$ cat config.mk
export PLATFORM = sky130hd
export DESIGN_NAME = pwm_fade_sequencer
export DESIGN_NICKNAME = d
export VERILOG_FILES = /design/src/rtl/pwm_fade_sequencer.sv
export SDC_FILE = /design/constraint.sdc
export NUM_CORES = 1
export LEC_CHECK = 0
export CELL_PAD_IN_SITES_DETAIL_PLACEMENT = 1
export CELL_PAD_IN_SITES_GLOBAL_PLACEMENT = 2
export CORE_MARGIN = 5
export CORE_UTILIZATION = 30
export DETAILED_ROUTE_END_ITERATION = 12
export GPL_TIMING_DRIVEN = 0
export MAX_ROUTING_LAYER = met4
export PLACE_DENSITY_LB_ADDON = 0.1
export SYNTH_ARGS = -nofsm -noshare
export SYNTH_HDL_FRONTEND = slang
export SYNTH_SLANG_ARGS = --single-unit
$ cat constraint.sdc
create_clock -name clk_i -period 3.1 [get_ports clk_i]
set_input_delay 0.775 -clock clk_i [delete_from_list [all_inputs] [get_ports clk_i]]
set_output_delay 0.775 -clock clk_i [all_outputs]
set_load 0.05 [all_outputs]
$ cat src/rtl/pwm_fade_sequencer.sv
// pwm_fade_sequencer
//
// Ramps the PWM core duty value from a low level up to a high level and back down, one step per
// dwell interval, once or continuously, so an LED "breathes" without CPU involvement.
//
// Parameters:
//   N     - duty width (must match the PWM core)
//   STEP  - duty increment/decrement per step, 1..2^N-1
// Ports:
//   clk_i         - system clock, rising edge
//   reset_i       - synchronous active-high reset
//   wr_en_i       - register write strobe
//   wr_addr_i     - 0 period/loop, 1 low level, 2 high level, 3 dwell
//   wr_data_i     - register write data
//   start_i       - begin fade sequence (level)
//   stop_i        - abort sequence
//   duty_out_o    - current duty value (PWM core switch_in)
//   period_out_o  - PWM period (PWM core pulse_period)
//   duty_load_o   - one-cycle pulse whenever duty_out_o changes
//   busy_o        - sequence active
//   done_o        - one-cycle pulse when a non-looping sequence completes

module pwm_fade_sequencer #(
  parameter int unsigned N    = 8,
  parameter int unsigned STEP = 1
) (
  input  logic         clk_i,
  input  logic         reset_i,
  input  logic         wr_en_i,
  input  logic [1:0]   wr_addr_i,
  input  logic [15:0]  wr_data_i,
  input  logic         start_i,
  input  logic         stop_i,
  output logic [N-1:0] duty_out_o,
  output logic [N:0]   period_out_o,
  output logic         duty_load_o,
  output logic         busy_o,
  output logic         done_o
);

  localparam logic [1:0] StIdle = 2'd0;
  localparam logic [1:0] StUp   = 2'd1;
  localparam logic [1:0] StDown = 2'd2;

  localparam logic [N:0]   StepExt = (N+1)'(STEP);
  localparam logic [N-1:0] MaxLvl  = {N{1'b1}};

  logic [1:0]   state_q, state_d;
  logic [N:0]   period_q, period_d;
  logic         loop_q, loop_d;
  logic [N-1:0] low_q, low_d;
  logic [N-1:0] high_q, high_d;
  logic [15:0]  dwell_q, dwell_d;
  logic [15:0]  cnt_q, cnt_d;
  logic [N-1:0] duty_q, duty_d;
  logic         load_q, load_d;
  logic         done_q, done_d;

  // One extra bit so overflow past MaxLvl and underflow below zero are visible before saturating.
  logic [N:0] sum, diff;

  always_comb begin
    state_d  = state_q;
    period_d = period_q;
    loop_d   = loop_q;
    low_d    = low_q;
    high_d   = high_q;
    dwell_d  = dwell_q;
    cnt_d    = cnt_q;
    duty_d   = duty_q;
    load_d   = 1'b0;
    done_d   = 1'b0;

    sum  = {1'b0, duty_q} + StepExt;
    diff = {1'b0, duty_q} - StepExt;

    // Period/mode is always writable; level and dwell registers are frozen while running.
    if (wr_en_i) begin
      if (wr_addr_i == 2'd0) begin
        period_d = wr_data_i[N:0];
        loop_d   = wr_data_i[15];
      end else if (state_q == StIdle) begin
        case (wr_addr_i)
          2'd1:    low_d   = wr_data_i[N-1:0];
          2'd2:    high_d  = wr_data_i[N-1:0];
          default: dwell_d = wr_data_i;
        endcase
      end
    end

    if (stop_i) begin
      state_d = StIdle;
    end else begin
      case (state_q)
        StIdle: begin
          if (start_i && (low_q <= high_q)) begin
            state_d = StUp;
            duty_d  = low_q;
            load_d  = 1'b1;
            cnt_d   = dwell_q;
          end
        end
        StUp, StDown: begin
          if (cnt_q != 16'd0) begin
            cnt_d = cnt_q - 16'd1;
          end else begin
            cnt_d = dwell_q;
            if (state_q == StUp) begin
              if (duty_q == high_q) begin
                state_d = StDown;
              end else begin
                duty_d = (sum > {1'b0, high_q}) ? high_q : sum[N-1:0];
                load_d = 1'b1;
              end
            end else begin
              if (duty_q == low_q) begin
                if (loop_q) begin
                  state_d = StUp;
                end else begin
                  state_d = StIdle;
                  done_d  = 1'b1;
                end
              end else begin
                // diff[N] set means duty_q < STEP, i.e. the subtraction went below zero.
                duty_d = (diff[N] || (diff[N-1:0] < low_q)) ? low_q : diff[N-1:0];
                load_d = 1'b1;
              end
            end
          end
        end
        default: state_d = StIdle;
      endcase
    end
  end

  always_ff @(posedge clk_i) begin
    if (reset_i) begin
      state_q  <= StIdle;
      period_q <= {1'b0, MaxLvl};
      loop_q   <= 1'b0;
      low_q    <= '0;
      high_q   <= MaxLvl;
      dwell_q  <= '0;
      cnt_q    <= '0;
      duty_q   <= '0;
      load_q   <= 1'b0;
      done_q   <= 1'b0;
    end else begin
      state_q  <= state_d;
      period_q <= period_d;
      loop_q   <= loop_d;
      low_q    <= low_d;
      high_q   <= high_d;
      dwell_q  <= dwell_d;
      cnt_q    <= cnt_d;
      duty_q   <= duty_d;
      load_q   <= load_d;
      done_q   <= done_d;
    end
  end

  assign duty_out_o   = duty_q;
  assign period_out_o = period_q;
  assign duty_load_o  = load_q;
  assign done_o       = done_q;
  assign busy_o       = (state_q != StIdle);

endmodule

==> out/results.tsv <==
stage	metric	value	unit
hold_path	worst hold start	dwell_q[2]	
setup_path	CP max stage cell	dfxtp_4	
place	placed cells	802	
grt	initial antenna violation count	0	
setup_path	WP buf/inv	1	
finish	fin nets	694	
yosys	synthesized area	4380	um2
timing	final hold violations	0	
place	Routability Congestion	0.812	
timing	final worst path period share	96.0	%
floorplanning	Core Region	14400	um2
timing	fin. max-slew vios	0	
grt	gr ovfl total	0	
pwr	PD cells	519	nW/um2
setup_path	Cell Chain, Critical Path	buf_12 > and4_4 > nand4_1 > xnor2_2 > ha_1 > nand3_4 > nor3_4 > a211o_1 > a21oi_1 > o32a_1 > o211ai_1 > o22ai_1	
yosys	Post-synth EDFFs	0	
setup_path	FF-to-FF setup slack	0.13	ns
yosys	Main synth FF type	dfxtp_1	
yosys	Syn Inst Count	576	
hold_path	Worst Hold Depth	2	
pwr	peak supply drop	230	uV
pwr	Leak	2.17	nW
clock_network	clock slew at reported path FFs	0.06	ns
floorplanning	I/O Pins	43	
place	pre-CTS WS	-0.366	ns
finish	layout cell share with drive strength beyond 1	13.3	%
clock_network	Clock Tree Buf Depth	2	
clock_network	CTS H-tree lvls	3	
route	initial drt markers	222	
finish	fin cells	829	
hold_path	worst hold path type	flip-flop to flip-flop	
timing	Fin Setup TNS	0	ns
finish	most frequent cells in the layout	nand2_1, dfxtp_1, a21oi_1	
grt	largest net degree at the start of global routing	13	
yosys	sequential share of the synthesized area	32.0	%
hold_path	hold endpoint	dwell_q[2]	
yosys	synthesized flop and latch total	70	
timing	Setup violations, final	0	
grt	number of global-route vias before repair	4531	
timing	Least-Margin Pin Slew	0.712	ns
finish	Antenna diodes	0	
setup_path	Arr. time, crit path	3.20	ns
yosys	Post-Syn Nets	630	
timing	setup ws final	0.125	ns
setup_path	Worst setup EP type	flip-flop	
setup_path	reg2reg start	duty_out_o[2]	
run_status	status	complete, no violations	
setup_path	Largest stage delay, worst path	0.40	ns
job	max-capacitance violation count	0	
timing	Slew HR	52.5	%
yosys	Netlist cell types	54	
clock_network	CTS Buf Count	9	
finish	cell area after layout	5700	um2
timing	crit path time final	2.97	ns
setup_path	CP Launch Type	flip-flop	
clock_network	Worst-Skew Late Latency	0.34	ns
route	final WL	16000	um
route	mean number of vias per cell	5.35	
floorplanning	die boundary height	131	um
route	ANT nets after route	0	
pwr	Final Power	2.96	mW
timing	fmax	336	MHz
setup_path	crit-path max FO	9	
place	placed cell areas	5040	um2
route	routed len/inst	19.3	um
floorplanning	Starting Density	30.3	%
place	post-DP HPWL	12300	um
yosys	yosys warns	0	
floorplanning	Die ar.	17100	um2
timing	final clock skew	0.00937	ns
floorplanning	Die Wd	131	um
setup_path	CP Data Required Time	3.32	ns
yosys	async set-reset flop share out of synthesis	0	%
floorplanning	Rows	44	
yosys	average size of a mapped cell	7.60	um2
setup_path	R2R Path End	duty_out_o[1]	
place	IO Port Bufs	42	
clock_network	hold_buf cts	0	
grt	GRT Util Overall	20.2	%
grt	first-pass GRT wire length	25500	um
route	DRC violations left	0	
clock_network	Clock Root Buffer	clkbuf_16	
finish	area grow syn2layout	30.4	%
route	first drt pass iteration count	4	
route	Vias	4437	
setup_path	reg2reg path depth	12	
setup_path	CP Class	flip-flop to flip-flop	
setup_path	critical path's top delay family	compound AO/OA/AOI/OAI gates	
clock_network	CTS tree	yes	
finish	commonest non-fill, non-tap cell in the layout	nand2_1	
timing	RSZ-0062 raised after global routing	true	
clock_network	# clock sinks	70	
-- worst max path at each step --
stage,from,endpoint,cells past startpoint
after global placement,duty_out_o[1],duty_out_o[2],13
after floorplan,duty_out_o[1],duty_out_o[2],14
after CTS,duty_out_o[1],duty_out_o[2],13
final,duty_out_o[2],duty_out_o[1],12
after global routing,duty_out_o[2],duty_out_o[7],12
after detailed placement,duty_out_o[4],duty_out_o[2],13
-- metal layers --
layer | global-route usage [%] | wire, um | vias to the layer above
met1 | 28.4 | 7980 | 2137
met4 | 7.14 | 283 | 0
li1 | - | - | 2182
met3 | 3.25 | 647 | 19
met5 | - | 0 | -
met2 | 29.4 | 7110 | 99
-- report_power, final --
group,leakage (nW),internal [mW],total [mW],switching (mW)
logic,1.44,0.326,0.806,0.480
clock network,0.156,0.729,1.16,0.428
registers,0.574,0.941,0.998,0.0570
-- metrics by stage --
stage | utilization [%] | hold WS (ns)
after floorplan | - | 0.418
after global placement | 35.0 | 0.447
after detailed placement | 35.0 | 0.462
after CTS | 37.7 | 0.472
after global routing | 39.5 | 0.491
final | 39.5 | 0.466
-- timing repair --
item | 4_1_cts | 5_1_grt
setup buffers | 0 | 15
resized for setup | 19 | 44
setup endpoints to repair | 10 | 10
pin swaps | 2 | 19
-- cells by family after synthesis --
group | count (synthesis) | synth area share (%)
DFF | 70 | 32.0
AOI/OAI and AO/OA | 153 | 21.5
xor gates and xnor gates | 26 | 5.20
buffers and inverters | 64 | 5.69
muxes | 15 | 3.46
and+or+nand+nor | 217 | 23.2
adders and majority gates | 31 | 8.86
-- area by class of cell --
class | instances | area, um2
Fill cell | 1751 | 8720
Multi-Input combinational cell | 442 | 2920
Sequential cell | 70 | 1420
Timing Repair Buffer | 57 | 533
Clock buffer | 11 | 243
Tap cell | 184 | 230
Buffer | 28 | 158
Inverter | 32 | 120
Clock inverter | 5 | 81.3
-- sequential cells by signal, summed over array words and instances, names as in the netlist --
name	cells
cnt_q	16
done_o	1
duty_load_o	1
duty_out_o	8
dwell_q	16
high_q	8
loop_q	1
low_q	8
period_out_o	9
state_q	2
-- synthesized netlist by cell type, types with 3 or more instances --
library cell,n,area (um2)
a211oi_1,9,67.6
a21o_1,6,45.0
a21oi_1,62,310
a31oi_1,3,18.8
and2_1,4,25.0
buf_1,4,15.0
buf_2,7,35.0
clkbuf_1,21,78.8
dfxtp_1,70,1400
ha_1,31,388
inv_1,32,120
mux2i_1,14,140
nand2_1,104,390
nand3_1,20,100
nand4_1,8,50.1
nand4b_1,4,35.0
nor2_1,34,128
nor2b_1,3,18.8
nor3_1,12,60.1
nor4_1,9,56.3
o211ai_1,13,97.6
o21ai_0,31,155
o221ai_1,5,43.8
o32ai_1,4,35.0
or4_1,3,22.5
xnor2_1,10,87.6
xor2_1,16,140
-- worst register-to-register path, delay by kind of cell, from the launching register on --
kind                     cells  cell delay, ns
AO/OA/AOI/OAI                5            0.94
AND/OR/NAND/NOR              4            0.80
XOR/XNOR                     1            0.20
buffers and inverters        1            0.14
flip-flops                   1            0.40
adder cells (fa/ha/maj)      1            0.37
Note: power is estimated with default switching activity, not from simulation.
